File: config.mk
export PLATFORM = sky130hd
export DESIGN_NAME = ins_queue_decode
export DESIGN_NICKNAME = d
export VERILOG_FILES = /design/src/rtl/ins_queue_decode.sv
export SDC_FILE = /design/constraint.sdc
export NUM_CORES = 1
export LEC_CHECK = 0
export CAP_MARGIN = 20
export CORE_MARGIN = 1
export CORE_UTILIZATION = 35
export CTS_BUF_LIST = sky130_fd_sc_hd__clkbuf_16
export CTS_CLUSTER_DIAMETER = 30
export DETAILED_ROUTE_END_ITERATION = 10
export PLACE_DENSITY = 0.59
export SKIP_LAST_GASP = 1
export SLEW_MARGIN = 20
export SYNTH_ARGS = -nofsm -noshare
export SYNTH_HDL_FRONTEND = slang
export SYNTH_SLANG_ARGS = --single-unit
File: constraint.sdc
create_clock -name clk -period 15.6 [get_ports clk]
set_input_delay 3.12 -clock clk [delete_from_list [all_inputs] [get_ports clk]]
set_output_delay 3.12 -clock clk [all_outputs]
set_load 0.005 [all_outputs]
File: src/rtl/ins_queue_decode.sv
// rtl/ins_queue_decode.sv - FWFT instruction queue with MIPS field and target decode
// Holds fetched {instruction, pc} pairs and decodes the head entry combinationally.
module ins_queue_decode #(
  parameter int DEPTH  = 4,
  parameter int ADDR_W = 32
) (
  input  logic                       clk,
  input  logic                       rst_n,
  input  logic                       in_valid,
  output logic                       in_ready,
  input  logic [31:0]                in_ins,
  input  logic [ADDR_W-1:0]          in_pc,
  input  logic                       flush,
  output logic                       out_valid,
  input  logic                       out_ready,
  output logic [5:0]                 op,
  output logic [5:0]                 func,
  output logic [4:0]                 rs,
  output logic [4:0]                 rt,
  output logic [4:0]                 rd,
  output logic [4:0]                 shamt,
  output logic [15:0]                imm16,
  output logic [25:0]                target,
  output logic [31:0]                imm_ext,
  output logic [ADDR_W-1:0]          pc_plus4,
  output logic [ADDR_W-1:0]          br_addr,
  output logic [ADDR_W-1:0]          j_addr,
  output logic [$clog2(DEPTH):0]     count
);

  localparam int PW = $clog2(DEPTH);
  localparam int CW = PW + 1;
  localparam logic [ADDR_W-1:0] LOW28 = ADDR_W'(28'hFFF_FFFF);

  logic [31:0]       ins_q [DEPTH];
  logic [ADDR_W-1:0] pc_q  [DEPTH];
  logic [PW-1:0]     rd_ptr_q, rd_ptr_d;
  logic [PW-1:0]     wr_ptr_q, wr_ptr_d;
  logic [CW-1:0]     count_q, count_d;
  logic              push, pop;

  assign in_ready  = (count_q != CW'(DEPTH));
  assign out_valid = (count_q != '0);
  assign push      = in_valid && in_ready;
  assign pop       = out_valid && out_ready;
  assign count     = count_q;

  always_comb begin
    rd_ptr_d = rd_ptr_q;
    wr_ptr_d = wr_ptr_q;
    count_d  = count_q;
    if (flush) begin
      rd_ptr_d = '0;
      wr_ptr_d = '0;
      count_d  = '0;
    end else begin
      if (push) wr_ptr_d = wr_ptr_q + PW'(1);
      if (pop)  rd_ptr_d = rd_ptr_q + PW'(1);
      if (push && !pop)      count_d = count_q + CW'(1);
      else if (pop && !push) count_d = count_q - CW'(1);
    end
  end

  always_ff @(posedge clk or negedge rst_n) begin
    if (!rst_n) begin
      rd_ptr_q <= '0;
      wr_ptr_q <= '0;
      count_q  <= '0;
      for (int i = 0; i < DEPTH; i++) begin
        ins_q[i] <= '0;
        pc_q[i]  <= '0;
      end
    end else begin
      rd_ptr_q <= rd_ptr_d;
      wr_ptr_q <= wr_ptr_d;
      count_q  <= count_d;
      if (push && !flush) begin
        ins_q[wr_ptr_q] <= in_ins;
        pc_q[wr_ptr_q]  <= in_pc;
      end
    end
  end

  // Head is forced to zero when empty so every decoded output reads 0.
  logic [31:0]       head_ins;
  logic [ADDR_W-1:0] head_pc, pc4, br_off;

  assign head_ins = out_valid ? ins_q[rd_ptr_q] : '0;
  assign head_pc  = out_valid ? pc_q[rd_ptr_q]  : '0;

  assign op     = head_ins[31:26];
  assign rs     = head_ins[25:21];
  assign rt     = head_ins[20:16];
  assign rd     = head_ins[15:11];
  assign shamt  = head_ins[10:6];
  assign func   = head_ins[5:0];
  assign imm16  = head_ins[15:0];
  assign target = head_ins[25:0];

  always_comb begin
    imm_ext = {{16{head_ins[15]}}, head_ins[15:0]};
    case (head_ins[31:26])
      6'h0C, 6'h0D, 6'h0E: imm_ext = {16'b0, head_ins[15:0]};
      6'h0F:               imm_ext = {head_ins[15:0], 16'b0};
      default:             ;
    endcase
  end

  assign pc4      = head_pc + ADDR_W'(4);
  assign br_off   = {{(ADDR_W-18){head_ins[15]}}, head_ins[15:0], 2'b00};
  assign pc_plus4 = out_valid ? pc4 : '0;
  assign br_addr  = out_valid ? (pc4 + br_off) : '0;
  assign j_addr   = out_valid ? ((pc4 & ~LOW28) | ADDR_W'({head_ins[25:0], 2'b00})) : '0;

endmodule

# Yosys cells after proc, flatten, opt, wreduce, memory -nomap -nowiden
# Index checks and enable logic that the tools add are counted.
# classes
reduce_logical	14
n_lt_le_gt_ge	3
mux	23
addsub	6
n_bitwise	3
eq_ne	5
# op_table
op	n
$mux 32	10
$bwmux 128	2
$bmux 32 s2	2
$demux 32 s2	1
$pmux 32 s2	1
$add 32x3->32 const B	1
$add 32x32->32	1
$or 32x28->32	1
$eq 6x4->1 const B	4
$mux 3	3
$mux 2	4
$ge 3x3->1 const B	2
$logic_and 1x1->1	6
$not 2->3	2
$reduce_bool 3->1	2
$add 2x1->2 const B	2
$reduce_bool 2->1	2
$add 3x1->3 const B	1
$logic_not 1->1	3
$lt 3x1->1 const B	1
$ne 3x3->1 const B	1
$reduce_or 3->1	1
$sub 3x1->3 const B	1
# word_totals
ff_bits	263
word_cells	65
input_bits	69
output_inout_bits	207

# Longest topological paths before layout
# Gate-level depths: netlist of the first run.
# depth
word_depth	8
depth_mapped	25
mapped_depth_nobuf	20

# Least setup slack after synthesis of the first run
# OpenSTA, ideal clock, no wires.
# synth_timing
path_kind	register -> output
startpoint	register count_q[1] (netlist: count[1])
endpoint	output port br_addr[29]
path_stages_with_launch	23
setup_slack_ns	7.976
t_arrival_ns	4.504
cell_sequence	dfrtp_1 > nor3_2 > inv_1 > clkbuf_1 > clkbuf_1 > and2_1 > ha_1 > nand3_1 > nor3_2 > nor2b_4 > buf_6 > and3_2 > xnor2_1 > nor2_1 > ha_1 > a21o_1 > nor3_1 > a21oi_1 > a221o_1 > a21oi_1 > o211ai_1 > a21oi_1 > mux2i_1
# synth_via
elab_chain_len	5
word_cells_on_any_way	6
cone_classes	add/sub (2); mux (3); reduce/logical (1)
# synth_rtl
element	line_no	source
start, declared	39	logic [CW-1:0] count_q, count_d;
start signal, assigned	76	count_q <= count_d;
$reduce_bool 3->1 (*)	43	assign out_valid = (count_q != '0);
$mux 32	89	assign head_pc = out_valid ? pc_q[rd_ptr_q] : '0;
$add 32x3->32	109	assign pc4 = head_pc + ADDR_W'(4);
$add 32x32->32	112	assign br_addr = out_valid ? (pc4 + br_off) : '0;
$mux 32 (*)	112	
end, declared	26	output logic [ADDR_W-1:0] br_addr,
# Mark *: on every way between the ends. The rest lies on a longest branch, timed or not.

# Worst setup path after layout of the first run
# layout_timing
startpoint	register rd_ptr_q[0]
endpoint	output port br_addr[30]
# layout_via
elab_chain_len	8
word_cells_on_any_way	12
cone_classes	add/sub (2); mux (9); bitwise (1)
# layout_rtl
element	line_no	source
start, declared	37	logic [PW-1:0] rd_ptr_q, rd_ptr_d;
start signal, assigned	74	rd_ptr_q <= rd_ptr_d;
$not 2->3 (implied by the code) (*)	88, 89	
$bmux 32 s2	89	
$mux 32 (implied by the code) (2 in series)	89	
$mux 32	89	
$add 32x3->32	109	
$add 32x32->32 (*)	112	
$mux 32 (*)	112	
# Mark *: on every way between the ends. The rest lies on a longest branch, timed or not. The select of a mux whose other input is x is not followed.

==> results.cfg, run 1 <==
[route]
antenna_left = 0
first_iter_violations = 546
dr.pass1.iters = 5
wl_per_cell_um = 19.88
wl_mm = 40.41
vias = 10350
vias_per_cell = 5.093
route.detailed.drc = 0

[synth]
synth-adder-area-share_pct = 3.091
synth_cell_type_count = 66
synth_seq_cells = 263
yosysWarnings = 0
yosys.area.top_type = dfrtp_1
yosys-mux-area-fraction_pct = 29.31
synth_area_leaders = dfrtp_1, mux2_2, mux4_2
syn_area_um2 = 15060
synth_simple_gate_area_share_pct = 9.024
syn-instance-count = 1235
async_reset_ff_share_pct = 100.0
yosysTopAreaCellShare_pct = 43.71
synth_edf_count = 0
synth-compound-area-share_pct = 4.653
synth_xor_area_share_pct = 3.373
synthFlopType = dfrtp_1
syn_area_per_cell_um2 = 12.19
synth_top_family_by_area = multiplexers
ys_seq_area_share_pct = 43.71

[sta]
finalSetupViolations = 0
fin_crit_sh_pct = 62.39
report.final.hold_viol_count = 0
rsz0062_at_grt = false
skew_ns = 0.05132
fmax_ghz = 0.1027
tns_ns = 0
worst_pin_slew_ns = 1.106
max-slew-margin-rel_pct = 26.27
period_needed_ns = 9.733
maxSlewViolCount = 0

[cts]
cts_buffers = 59
cts_setup_buffers = 0
clkSinkCount = 263
ctsResizeCount = 0
root_buffer = clkbuf_16
cts.clk_slew.worst_paths_ns = 0.04
htreeDepth = 2
clockBufferDepth = 3
cts_tree = done
hold_buffers = 0
clock_latency_ns = 0.59

[worst_setup_path]
cp.buffers_inverters = 3
cpMostUsedCell = a21o_1
path_cells = buf_4 -> mux4_1 -> inv_2 -> or4_4 -> nor2_1 -> nand2_1 -> xor2_1 -> nor2_1 -> ha_1 -> a21o_1 -> a21o_1 -> a21o_1 -> a211o_1 -> o211ai_1 -> a31oi_1 -> a221oi_1 -> mux2i_1 -> clkdlybuf4s50_1
cpPeakStageDelay_ns = 0.79
start_kind = register
critPathKind = reg -> out
crit_family = compound AO/OA/AOI/OAI gates
cp_max_fo = 44
slowest_stage = buf_4
end_kind = output port
required_ns = 12.48
cp_data_arrival_time_ns = 6.61

[die]
die-area_um2 = 43860
core_area_um2 = 42230
dieHeight_um = 209.4
die_w_um = 209.4
io_pins = 276
initial_core_util_pct = 35.66
row_count = 75

[grt]
first_global_vias = 10710
grt_pass1_wl_mm = 62.73
antenna_found_initial = 6
grt_max_degree = 112
grt.total_usage_pct = 18.58
grt_overflow = 0

[run]
cap_violations = 0

[layout]
multiInputGateArea_um2 = 7500
nNetsFinal = 1548
num-fill-cells = 3803
mostFrequentLayoutCell = clkdlybuf4s50_1
area_growth_pct = 30.71
final_cell_mix = clkdlybuf4s50_1, dfrtp_1, mux2_2
register_area_um2 = 6586
final_util_pct = 46.61
final_layout_size_suffix_gt1_share_pct = 29.18

[power_and_ir_drop]
ir_drop_uv = 99.90
powerDensity_nw_per_um2 = 259.6
p_leak_uw = 0.008615

[place]
numPortBuffers = 273
gp_congestion = 0.8675
dp_hpwl_mm = 28.06

[min_path]
hp-class = reg -> reg

[outcome]
status = finished clean
==> layout make-up <==
cell class              instances  area share (%)
flip-flops and latches        263           33.46
diodes                          2         0.02543
inverters                      37          0.7056
clock buffers                  59           7.501
clock inverters                50           2.543
well taps                     539           3.426
multi-input cells             801           38.10
repair buffers                281           14.23
==> where the power goes <==
group	switching [uW]	internal, uW
Clock	395	802
Combinational	1240	1510
Sequential	170	995
==> final timing paths <==
path,startpoint,to,depth (start not counted),slack (ns)
min reg2reg,pc_q[106],pc_q[106],1,0.50
max in group asynchronous,rst_n,pc_q[103],2,11.41
max reg2reg,count[0],pc_q[6],6,12.43
min,pc_q[106],pc_q[106],1,0.50
max,rd_ptr_q[0],br_addr[30],18,5.87
min in group asynchronous,rst_n,ins_q[112],1,2.58
==> worst reg2reg max path: stages (launching register included) <==
cell     delay, ns
dfrtp_1       0.45
inv_1         0.12
nand3_1       0.19
nand2_1       0.21
nor2_1        0.69
nand2_4       0.80
mux2_2        0.57
==> layer usage <==
layer | global-route usage (%) | wire length [um]
met1 | 24.20 | 17880
met2 | 30.80 | 19330
met3 | 4.684 | 2465
met4 | 4.741 | 702
met5 | 0 | 31
==> cells by family after synthesis <==
| group | count (synthesis) |
|---|---|
| adder cells (fa/ha/maj) | 36 |
| AND/OR/NAND/NOR | 271 |
| multiplexers | 324 |
| flip-flops | 263 |
| buffers and inverters | 172 |
| AO/OA/AOI/OAI | 110 |
| other | 1 |
| XOR/XNOR | 58 |
==> cell usage after synthesis, types with 4 or more instances <==
library cell    n
dfrtp_1       263
mux2_2        256
nor2_1         97
buf_4          78
nand2_1        65
mux4_2         55
clkbuf_1       41
inv_1          36
ha_1           34
xor2_1         30
xnor2_1        28
and2_1         27
a21oi_1        23
o21ai_0        22
a21o_1         15
nor3_1         15
nand3_1        14
mux4_1         10
o21ai_1        10
o21a_1          9
and3_1          7
buf_2           7
nand2b_1        6
a211oi_1        5
nor4_1          5
o211ai_1        5
a31oi_1         4
and3_2          4
and4_1          4
buf_6           4
nor3_2          4
==> stage by stage <==
step	area, um^2	power [uW]	instances	worst slack (ns)	hold slack, ns
2_1_floorplan	15060	2808	1236	7.976	0.4704
3_3_place_gp	17690	3899	1921	6.395	0.4790
3_5_place_dp	17690	3942	1921	6.354	0.4873
4_1_cts	19670	5165	2030	5.723	0.4988
5_1_grt	19680	5440	2030	5.324	0.5103
6_report	19680	5110	2032	5.867	0.4955
==> flip-flops by register name, summed over array words and instances, names as in the netlist <==
| signal | count |
|---|---|
| count | 3 |
| ins_q | 128 |
| pc_q | 128 |
| rd_ptr_q | 2 |
| wr_ptr_q | 2 |
Note: power is estimated with default switching activity, not from simulation.
==> inputs of run 2 (changes only) <==
clock period = 9.1 ns   (was 15.6 ns; I/O delays follow)
==> run 2 against run 1 <==
Compared with the run above:
- flip-flop and latch count unchanged
- final area up 0.65%
- sequential share of layout area decreased by 0.22 points
- sequential power rose by 73%
- via count is 1.2% higher
- cell count is essentially flat
- die area unchanged
- register-to-register slack worse by 6.3 ns
- global-route usage increased by 0.34 points
- utilization grew 0.30 points
- clock skew is 0.0079 ns lower
==> results.cfg, run 2 (synthesis results as in run 1) <==
[route]
dr.pass1.iters = 4
vias_per_cell = 5.149
first_iter_violations = 481
antenna_left = 0
wl_mm = 40.82
wl_per_cell_um = 20.07
vias = 10470
route.detailed.drc = 0

[power_and_ir_drop]
ir_drop_uv = 193.8
powerDensity_nw_per_um2 = 446.7
p_leak_uw = 0.008702
total_power_uw = 8850

[worst_setup_path]
cp_data_arrival_time_ns = 6.03
r2r_start = count[0]
regToRegSetupSlack_ns = 6.13
cp_max_fo = 45
worst_r2r_endpoint = pc_q[44]
end_kind = output port
start_kind = register
critPathKind = reg -> out
ff2ff_path_depth = 6
required_ns = 7.28

[sta]
maxSlewViolCount = 0
report.final.hold_viol_count = 0
fin_crit_sh_pct = 86.28
fin_ws_ns = 1.248
max-slew-margin-rel_pct = 29.10
fin_hold_ws_ns = 0.4953
skew_ns = 0.04338
worst_pin_slew_ns = 1.064
finalSetupViolations = 0
period_needed_ns = 7.852
rsz0062_at_grt = false
tns_ns = 0
fmax_ghz = 0.1274

[place]
dp_hpwl_mm = 28.24
gp_congestion = 0.8718
numPortBuffers = 273
preCtsSetupSlack_ns = 1.833

[die]
dieHeight_um = 209.4
io_pins = 276
core_area_um2 = 42230
row_count = 75
die_w_um = 209.4
die-area_um2 = 43860
initial_core_util_pct = 35.66

[layout]
final_layout_size_suffix_gt1_share_pct = 29.29
num-fill-cells = 3803
final_util_pct = 46.91
mostFrequentLayoutCell = clkdlybuf4s50_1
area_growth_pct = 31.56
final_cell_mix = clkdlybuf4s50_1, dfrtp_1, mux2_2
nNetsFinal = 1549

[cts]
htreeDepth = 2
ctsResizeCount = 0
cts_setup_buffers = 0
clockBufferDepth = 3
clock_latency_ns = 0.59
cts_buffers = 57
clkSinkCount = 263
root_buffer = clkbuf_16
cts_tree = done
cts.clk_slew.worst_paths_ns = 0.04
hold_buffers = 0

[run]
cap_violations = 0

[grt]
antenna_found_initial = 8
first_global_vias = 11040
grt_max_degree = 182
grt_pass1_wl_mm = 63.99
grt_overflow = 0
grt.total_usage_pct = 18.92

[outcome]
status = finished clean

[min_path]
hp-class = reg -> reg
holdCritStartpoint = ins_q[42]
hold_end = ins_q[42]
whs_path_depth = 1
-- run 2: cell types whose count changed in the layout (fill, tap and decap cells not counted), moves of 2 or more --
cell        before  now
buf_12           0    2
buf_16           0    2
bufinv_16        7   11
clkbuf_16       59   57
clkinv_1        16   12
clkinv_4         1    4
clkinvlp_4       7    4
inv_1           40   43
inv_6            4    0
-- run 2: routing by layer --
metal	up-vias	part of all wire (%)	GRT usage (%)
li1	4779	-	-
met1	5327	43	24.19
met2	293	48	31.10
met3	66	5.8	4.803
met4	8	2.6	6.567
met5	-	0.096	0
-- run 2: worst max-delay path by stage --
stage	start	cells past startpoint	endpoint	slack, ns
6_report	rd_ptr_q[1]	18	br_addr[30]	1.25
2_1_floorplan	count[1]	22	br_addr[29]	2.78
3_5_place_dp	rd_ptr_q[1]	18	br_addr[30]	1.83
4_1_cts	rd_ptr_q[1]	18	br_addr[30]	1.17
5_1_grt	count[0]	21	br_addr[30]	0.83
3_3_place_gp	rd_ptr_q[1]	18	br_addr[30]	1.92
-- run 2: cell type report --
cell class	instances	area (um^2)	share of cell area [%]
clock inverter	50	600.6	3.032
sequential	263	6586	33.25
clock buffer	57	1426	7.200
inverter	37	138.9	0.7011
multi-input combinational	801	7491	37.81
timing repair buffer	284	2885	14.56
tap	539	674.4	3.404
antenna	3	7.507	0.03790
-- run 2: per-stage QoR --
| step | instance area [um^2] | std cells |
|---|---|---|
| 2_1_floorplan | 15060 | 1236 |
| 3_3_place_gp | 17720 | 1922 |
| 3_5_place_dp | 17720 | 1922 |
| 4_1_cts | 19750 | 2029 |
| 5_1_grt | 19810 | 2032 |
| 6_report | 19810 | 2034 |
-- run 2: power breakdown --
part | internal [uW] | switching, uW
sequential | 1710 | 305
clock | 1450 | 669
combinational | 2600 | 2120
-- run 2: worst max-delay path, cell delays in order (launching register included) --
cell and delay (ns):
dfrtp_2 0.76, buf_12 0.37, mux4_1 0.23, inv_1 0.08, or4_4 0.58, nor2_1 0.20
nand2_1 0.09, xor2_1 0.19, nor2_1 0.07, ha_1 0.38, a21o_1 0.18, a21o_1 0.17
a21o_1 0.18, a211o_1 0.32, o211ai_1 0.30, a31oi_1 0.19, a221oi_1 0.36, mux2i_1 0.24
clkdlybuf4s50_1 0.52
